--- src/rtl/pcla_pkg.sv ---
// Shared types and the parameter check for the pipelined carry-lookahead adder.
package pcla_pkg;

  typedef enum logic {
    OP_ADD = 1'b0,
    OP_SUB = 1'b1
  } pcla_op_t;

  // Pipeline depth for a given split; 0 flags an illegal parameter combination.
  function automatic int pcla_lat(input int width, input int block, input int gps);
    if (block < 1 || gps < 1 || width < 1) return 0;
    if ((width % (block * gps)) != 0) return 0;
    return width / (block * gps);
  endfunction

endpackage

--- src/rtl/pipelined_cla_adder_cla_group.sv ---
// One BLOCK-bit carry-lookahead group: bit sums plus group propagate/generate.
module cla_group #(
  parameter int BLOCK = 4
) (
  input  logic [BLOCK-1:0] a,
  input  logic [BLOCK-1:0] b,
  input  logic             c_in,
  output logic [BLOCK-1:0] s,
  output logic             p,
  output logic             g,
  output logic             c_out
);

  logic [BLOCK-1:0] pb;
  logic [BLOCK-1:0] gb;
  logic [BLOCK-1:0] c;

  always_comb begin
    pb = a ^ b;
    gb = a & b;
    c  = '0;
    c[0] = c_in;
    for (int i = 1; i < BLOCK; i++) begin
      c[i] = gb[i-1] | (pb[i-1] & c[i-1]);
    end
    s = pb ^ c;
    p = &pb;
    g = 1'b0;
    for (int i = 0; i < BLOCK; i++) begin
      g = gb[i] | (pb[i] & g);
    end
    c_out = g | (p & c_in);
  end

endmodule

--- src/rtl/pipelined_cla_adder.sv ---
// Pipelined CLA adder/subtractor, GPS lookahead groups per stage, valid/ready on both sides.
// Define PCLA_SAT_EN to saturate the result on signed overflow instead of wrapping.
module pipelined_cla_adder
  import pcla_pkg::*;
#(
  parameter int WIDTH = 32,
  parameter int BLOCK = 4,
  parameter int GPS   = 2
) (
  input  logic             clk,
  input  logic             rst_n,
  input  logic             in_valid,
  output logic             in_ready,
  input  logic [WIDTH-1:0] a,
  input  logic [WIDTH-1:0] b,
  input  logic             cin,
  input  logic             op,
  output logic             out_valid,
  input  logic             out_ready,
  output logic [WIDTH-1:0] sum,
  output logic             cout,
  output logic             ovf,
  output logic             zero
);

  localparam int SL  = BLOCK * GPS;
  localparam int LAT = pcla_lat(WIDTH, BLOCK, GPS);

  if (LAT < 1) begin : g_bad_cfg
    $error("pipelined_cla_adder: WIDTH must be a positive multiple of BLOCK*GPS");
  end

  // Handshake: a beat moves into stage k when en[k] is high and the source is valid.
  // en[k] = !v[k] || en[k+1] with en[LAT] = out_ready, flattened so each bit only
  // depends on the valid bits at and after it.
  logic [LAT-1:0]   v;
  logic [LAT:0]     en;
  logic [WIDTH-1:0] b_eff;

  assign b_eff    = (pcla_op_t'(op) == OP_SUB) ? ~b : b;
  assign en[LAT]  = out_ready;
  assign in_ready = en[0];

  for (genvar k = 0; k < LAT; k++) begin : g_stg
    localparam int REM = WIDTH - k * SL;

    logic [REM-1:0]      src_a;
    logic [REM-1:0]      src_b;
    logic                src_c;
    logic                src_v;
    logic [GPS:0]        c;
    logic [GPS-1:0]      gp;
    logic [GPS-1:0]      gg;
    logic [GPS-1:0]      gco;
    logic [SL-1:0]       slice_s;
    logic [(k+1)*SL-1:0] s_cat;
    logic [(k+1)*SL-1:0] s_d;
    logic                v_q;
    logic                c_q;
    logic [(k+1)*SL-1:0] s_q;

    if (k == 0) begin : g_head
      assign src_a = a;
      assign src_b = b_eff;
      assign src_c = cin;
      assign src_v = in_valid;
      assign s_cat = slice_s;
    end else begin : g_link
      assign src_a = g_stg[k-1].g_skew.a_q;
      assign src_b = g_stg[k-1].g_skew.b_q;
      assign src_c = g_stg[k-1].c_q;
      assign src_v = v[k-1];
      assign s_cat = {slice_s, g_stg[k-1].s_q};
    end

    assign v[k]  = v_q;
    assign en[k] = out_ready || !(&v[LAT-1:k]);
    assign c[0]  = src_c;

    for (genvar j = 0; j < GPS; j++) begin : g_grp
      cla_group #(.BLOCK(BLOCK)) u_grp (
        .a    (src_a[j*BLOCK +: BLOCK]),
        .b    (src_b[j*BLOCK +: BLOCK]),
        .c_in (c[j]),
        .s    (slice_s[j*BLOCK +: BLOCK]),
        .p    (gp[j]),
        .g    (gg[j]),
        .c_out(gco[j])
      );
      // Second-level lookahead across the groups of this stage.
      assign c[j+1] = gg[j] | (gp[j] & c[j]);
    end

    always_ff @(posedge clk or negedge rst_n) begin
      if (!rst_n) begin
        v_q <= 1'b0;
        c_q <= 1'b0;
        s_q <= '0;
      end else if (en[k]) begin
        v_q <= src_v;
        if (src_v) begin
          c_q <= c[GPS];
          s_q <= s_d;
        end
      end
    end

    if (k < LAT - 1) begin : g_skew
      logic [REM-SL-1:0] a_q;
      logic [REM-SL-1:0] b_q;

      assign s_d = s_cat;

      always_ff @(posedge clk or negedge rst_n) begin
        if (!rst_n) begin
          a_q <= '0;
          b_q <= '0;
        end else if (en[k] && src_v) begin
          a_q <= src_a[REM-1:SL];
          b_q <= src_b[REM-1:SL];
        end
      end
    end else begin : g_last
      logic c_msb;
      logic ovf_n;
      logic ovf_q;
      logic zero_q;

      // Carry into the MSB recovered from its sum bit and operand bits.
      assign c_msb = slice_s[SL-1] ^ src_a[SL-1] ^ src_b[SL-1];
      assign ovf_n = c_msb ^ c[GPS];

`ifdef PCLA_SAT_EN
      localparam logic [WIDTH-1:0] SAT_MAX = {1'b0, {(WIDTH-1){1'b1}}};
      localparam logic [WIDTH-1:0] SAT_MIN = {1'b1, {(WIDTH-1){1'b0}}};
      assign s_d = ovf_n ? (src_a[SL-1] ? SAT_MIN : SAT_MAX) : s_cat;
`else
      assign s_d = s_cat;
`endif

      always_ff @(posedge clk or negedge rst_n) begin
        if (!rst_n) begin
          ovf_q  <= 1'b0;
          zero_q <= 1'b0;
        end else if (en[k] && src_v) begin
          ovf_q  <= ovf_n;
          zero_q <= (s_d == '0);
        end
      end

      assign out_valid = v_q;
      assign sum       = s_q;
      assign cout      = c_q;
      assign ovf       = ovf_q;
      assign zero      = zero_q;
    end
  end

endmodule
--- config.mk ---
export PLATFORM = sky130hd
export DESIGN_NAME = pipelined_cla_adder
export DESIGN_NICKNAME = d
export VERILOG_FILES = /design/src/rtl/pcla_pkg.sv /design/src/rtl/pipelined_cla_adder_cla_group.sv /design/src/rtl/pipelined_cla_adder.sv
export SDC_FILE = /design/constraint.sdc
export NUM_CORES = 1
export LEC_CHECK = 0
export CORE_UTILIZATION = 59
export CTS_CLUSTER_DIAMETER = 100
export CTS_CLUSTER_SIZE = 16
export DETAILED_ROUTE_END_ITERATION = 6
export PLACE_DENSITY = 0.84
export SLEW_MARGIN = 10
export SYNTH_ARGS = -nofsm -noshare
export SYNTH_HDL_FRONTEND = slang
export SYNTH_HIERARCHICAL = 1
export SYNTH_SLANG_ARGS = --single-unit
--- constraint.sdc ---
create_clock -name clk -period 7.3 [get_ports clk]
set_input_delay 0.73 -clock clk [delete_from_list [all_inputs] [get_ports clk]]
set_output_delay 0.73 -clock clk [all_outputs]
set_load 0.03 [all_outputs]
# Yosys cells after proc, flatten, opt, wreduce, memory -nomap -nowiden
# Cells that the tools add are included.
# op_classes
bitwise,140
reduce_logical,28
n_mux,1
# ops
operator,n
$xor 4x4->4,16
$and 1x1->1,56
$or 1x1->1,56
$reduce_and 4->1,9
$and 4x4->4,8
$logic_not 32->1,1
$mux 32,1
$not 32->32,1
$reduce_and 2->1,5
$logic_and 1x1->1,4
$logic_not 1->1,4
$logic_or 1x1->1,4
$reduce_and 3->1,1
$xor 1x1->1,3
# totals
inputBits,70
word_cells,189
regBits,186
out_inout_bits,37

# Logic depth before layout (Yosys ltp)
# depth
word_depth,18
depth_mapped,14
depth_no_buf,13

# Hierarchy
# The synthesis kept the hierarchy.
# by_module_without_submodules
mod,instances,area_each_um2,cells_per_inst
pipelined_cla_adder,1,7369.6,464
cla_group,8,187.7,20

# Least setup slack after synthesis
# OpenSTA, ideal clock, no wires.
# synth_path
path_type,in2reg
from,input port op
to,register g_stg[0].s_q[7]
setup_slack_ps,3665
arrival_ps,3511
path_buffers,2
required_ps,7175
setup_ps,125
stages,14
cell_sequence,buf_2 buf_2 xor2_1 ha_1 a21oi_1 o21ai_1 a21o_1 inv_1 fa_1 inv_1 fa_1 fa_1 xor2_1 mux2_2
# synth_via
elab_chain_len,16
elab_cells_between_ends,21
cone_classes,mux (1); bitwise (19); reduce/logical (1)
# synth_rtl
item,line_no,source
"start, declared",pipelined_cla_adder.sv:17,"input logic op,"
$mux 32 *,pipelined_cla_adder.sv:40,assign b_eff = (pcla_op_t'(op) == OP_SUB) ? ~b : b;
named net b_eff[1],pipelined_cla_adder.sv:38,logic [WIDTH-1:0] b_eff;
$xor 4x4->4,pipelined_cla_adder_cla_group.sv:19,pb = a ^ b;
$and 1x1->1,pipelined_cla_adder_cla_group.sv:30,g = gb[i] | (pb[i] & g);
$or 1x1->1 *,pipelined_cla_adder_cla_group.sv:30,
$and 1x1->1 *,pipelined_cla_adder_cla_group.sv:30,
$or 1x1->1 *,pipelined_cla_adder_cla_group.sv:30,
$and 1x1->1 *,pipelined_cla_adder_cla_group.sv:30,
[... 1 more ...],-,
named net g_stg[0].gg[0],pipelined_cla_adder.sv:53,logic [GPS-1:0] gg;
[... 1 more ...],-,
named net g_stg[0].c[1],pipelined_cla_adder.sv:51,logic [GPS:0] c;
$and 1x1->1 *,pipelined_cla_adder_cla_group.sv:24,c[i] = gb[i-1] | (pb[i-1] & c[i-1]);
$or 1x1->1 *,pipelined_cla_adder_cla_group.sv:24,
$and 1x1->1 *,pipelined_cla_adder_cla_group.sv:24,
$or 1x1->1 *,pipelined_cla_adder_cla_group.sv:24,
$and 1x1->1 *,pipelined_cla_adder_cla_group.sv:24,
$or 1x1->1 *,pipelined_cla_adder_cla_group.sv:24,
$xor 4x4->4 *,pipelined_cla_adder_cla_group.sv:26,s = pb ^ c;
named net g_stg[0].s_cat[7],pipelined_cla_adder.sv:56,logic [(k+1)*SL-1:0] s_cat;
"end signal, assigned",pipelined_cla_adder.sv:98,s_q <= '0;
"end signal, assigned",pipelined_cla_adder.sv:103,s_q <= s_d;
"end, declared",pipelined_cla_adder.sv:60,logic [(k+1)*SL-1:0] s_q;
# The timed path passes the listed nets; every way through them passes the cells marked *.
# A chain may end at the register's enable or synchronous reset.

# Worst setup path after layout
# layout_path
from,register g_stg[2].g_skew.a_q[3]
to,"register g_stg[3].g_last.ovf_q, in the netlist ovf"
# layout_via
elab_chain_len,14
elab_cells_between_ends,19
cone_classes,bitwise (18); reduce/logical (1)
# layout_rtl
item,line_no,source
"start, declared",pipelined_cla_adder.sv:109,logic [REM-SL-1:0] a_q;
"start signal, assigned",pipelined_cla_adder.sv:119,a_q <= src_a[REM-1:SL];
$xor 4x4->4,pipelined_cla_adder_cla_group.sv:19,
$and 1x1->1,pipelined_cla_adder_cla_group.sv:30,
$or 1x1->1 *,pipelined_cla_adder_cla_group.sv:30,
named net g_stg[3].gg[0],pipelined_cla_adder.sv:53,
$or 1x1->1 *,-,
named net g_stg[3].c[1],pipelined_cla_adder.sv:51,
$and 1x1->1 *,pipelined_cla_adder_cla_group.sv:24,
$or 1x1->1 *,pipelined_cla_adder_cla_group.sv:24,
$and 1x1->1 *,pipelined_cla_adder_cla_group.sv:24,
$or 1x1->1 *,pipelined_cla_adder_cla_group.sv:24,
$and 1x1->1 *,pipelined_cla_adder_cla_group.sv:24,
$or 1x1->1 *,pipelined_cla_adder_cla_group.sv:24,
$xor 4x4->4 *,pipelined_cla_adder_cla_group.sv:26,
named net g_stg[3].s_cat[31],pipelined_cla_adder.sv:56,
$xor 1x1->1 * (2 in a row),pipelined_cla_adder.sv:130,assign c_msb = slice_s[SL-1] ^ src_a[SL-1] ^ src_b[SL-1];
$xor 1x1->1 *,pipelined_cla_adder.sv:131,assign ovf_n = c_msb ^ c[GPS];
"end signal, assigned",pipelined_cla_adder.sv:146,ovf_q <= ovf_n;
"end, declared",pipelined_cla_adder.sv:126,logic ovf_q;
# Marked as above.

==> results.cfg <==
[sta]
setup_tns_ps = 0
drv_slew = 0
fmax_ghz = 0.2702
finalHoldViolations = 0
period_share = 0.5070
fin_crit_ps = 3701
rsz0062_at_grt = no
skew_ps = 6.997
hold_slack_ps = 305.2
worst_pin_slew_ps = 1013
maxSlewHeadroom = 0.3226
setup_viol = 0

[setup_path]
cp_slowest_cell = a2111oi_0
timing.critical_path.mode_cell = fa_1
cp.required_ps = 7660
cp_cell_sequence = ha_1, a21oi_1, o21ai_0, a21o_1, inv_1, fa_1, inv_1, fa_1, fa_1, xor2_1, xor3_1, a2111oi_0, a221o_1
cp-start-kind = flop
critPathCaptureType = flop
critPathKind = reg -> reg
critPathBufInv = 2
cp.arrival_ps = 4070
critPathTopFamily = adder cells
cp_max_fo = 4
slowest_delay_ps = 500

[die]
die_h_um = 123.8
placementRows = 44
die_area_sq_um = 15320
start_util = 0.6044
chipWidth_um = 123.8
fp.coreArea_sq_um = 14480
io-pin-count = 107

[detailed_routing]
vias = 5106
wirelength_um = 16630
vias_per_cell = 5.544
wl_per_cell_um = 18.05
route.detailed.drc = 0
drt_iter0_markers = 286
first_pass_iters = 4
ant_nets = 0

[cells_and_area]
syn2layout_area_growth_pct = 20.22
nets = 851
postLayoutCellArea_sq_um = 10520
num_antenna_cells = 0
layout-drive-gt1-share = 0.2659
n_fill_cell = 932

[clock_tree]
ctsHoldBuffers = 0
cts_root_buf = clkbuf_16
cts-resized-gates = 0
h-tree-depth = 4
cts_buffers = 17
worstSkewPairLatency_ps = 430
clk_pin_slew_ps = 60
cts_tree = yes
clockBufferDepth = 2
clock-sinks = 186
post_cts.repair.setup_buffers = 0

[yosys]
syn-num-nets = 742
avgSynthCellArea_sq_um = 14.21
syn_inst = 616
yosys_warnings = 6
synth_area_sq_um = 8751

[grt]
grt_antenna_before_repair = 0
grt_max_degree = 76
grt_pass1_vias = 5530
overflow = 0
grt_pass1_wl_um = 26820
grt_usage = 0.2372

[job]
cap_viol_max_count = 0

[placement]
gp_congestion = 0.8406
place_hpwl_um = 11810
io_buffer_count = 106
place_area_sq_um = 9958

[power]
power.density_nw_per_um2 = 398.3
peakVddDrop_uv = 239.2
p_leak_nw = 4.710

[status]
status = finished clean

[hold_path]
hold_path_class = in -> async
[per-layer routing]
| metal | global-route usage | up-vias | share of wire |
|---|---|---|---|
| li1 | - | 2335 | - |
| met1 | 0.2892 | 2645 | 0.42 |
| met2 | 0.4125 | 103 | 0.52 |
| met3 | 0.04579 | 23 | 0.034 |
| met4 | 0.09789 | 0 | 0.019 |
| met5 | 0 | - | 0 |
[path summary, 6_finish.rpt]
| kind | cells past startpoint | end | slack (ps) | from |
|---|---|---|---|---|
| hold reg to reg | 1 | g_stg[0].g_skew.b_q[8] | 490 | g_stg[0].g_skew.b_q[8] |
| hold / removal | 1 | g_stg[0].g_skew.a_q[14] | 310 | rst_n |
| max in group asynchronous | 2 | g_stg[0].g_skew.b_q[21] | 5820 | rst_n |
| setup / recovery | 13 | ovf | 3600 | g_stg[2].g_skew.a_q[3] |
| min in group clk | 1 | g_stg[0].g_skew.b_q[8] | 490 | g_stg[0].g_skew.b_q[8] |
| setup reg to reg | 13 | ovf | 3600 | g_stg[2].g_skew.a_q[3] |
[layout make-up]
cell class | count | area (sq um) | area share
Clock buffer | 22 | 464.2 | 0.04412
Multi-Input combinational cell | 357 | 3780 | 0.3593
Inverter | 51 | 191.4 | 0.01820
Sequential cell | 186 | 4654 | 0.4424
Clock inverter | 9 | 97.59 | 0.009277
Timing Repair Buffer | 112 | 1102 | 0.1048
Tap cell | 184 | 230.2 | 0.02188
[cells in the final DEF (no fill, tap or decap), drive strengths merged]
| cell type | instances |
|---|---|
| dfrtp | 186 |
| mux2 | 176 |
| clkdlybuf4s50 | 104 |
| inv | 51 |
| xor2 | 40 |
| ha | 32 |
| fa | 24 |
| a21oi | 23 |
| clkbuf | 22 |
| nand2 | 13 |
| nand4 | 10 |
| o21ai | 10 |
| nor4 | 8 |
| buf | 8 |
| clkinv | 6 |
| a21o | 4 |
| nand2b | 3 |
| a31oi | 2 |
| a2111oi | 2 |
| bufinv | 2 |
| nand4b | 1 |
| or2 | 1 |
| nand3b | 1 |
| mux2i | 1 |
| nor2b | 1 |
| nor2 | 1 |
| xor3 | 1 |
| nand3 | 1 |
| a221o | 1 |
| o31ai | 1 |
| clkinvlp | 1 |
[report_power, final]
part | internal, mW | switching (mW) | total (mW)
sequential | 1.42 | 0.287 | 1.71
clock | 0.516 | 0.368 | 0.884
combinational | 0.817 | 0.783 | 1.60
total | 2.75 | 1.44 | 4.19
[worst reg2reg max path, delay by kind of cell, from the launching register on]
family	cells	cell delay (ps)
AOI/OAI and AO/OA	5	1130
xor gates and xnor gates	2	730
adders and majority gates	4	1300
buffers and inverters	2	120
DFF	1	380
[through the flow]
step                  util  setup WS (ps)  instances  power (mW)
finish              0.7266           3599        921       4.190
global route        0.7266           3251        921       4.439
CTS                 0.7266           3613        921       4.221
detailed placement  0.6878           3450        890       3.318
global placement    0.6878           3516        890       3.206
floorplan                -           3799        616       2.736
[sequential cells by signal, summed over array words and instances, names as in the netlist]
register,count
g_stg.g_skew.a_q,48
g_stg.g_skew.b_q,48
g_stg.s_q,48
sum,32
g_stg.c_q,3
g_stg.v_q,3
cout,1
out_valid,1
ovf,1
zero,1
Note: power is estimated with default switching activity, not from simulation.
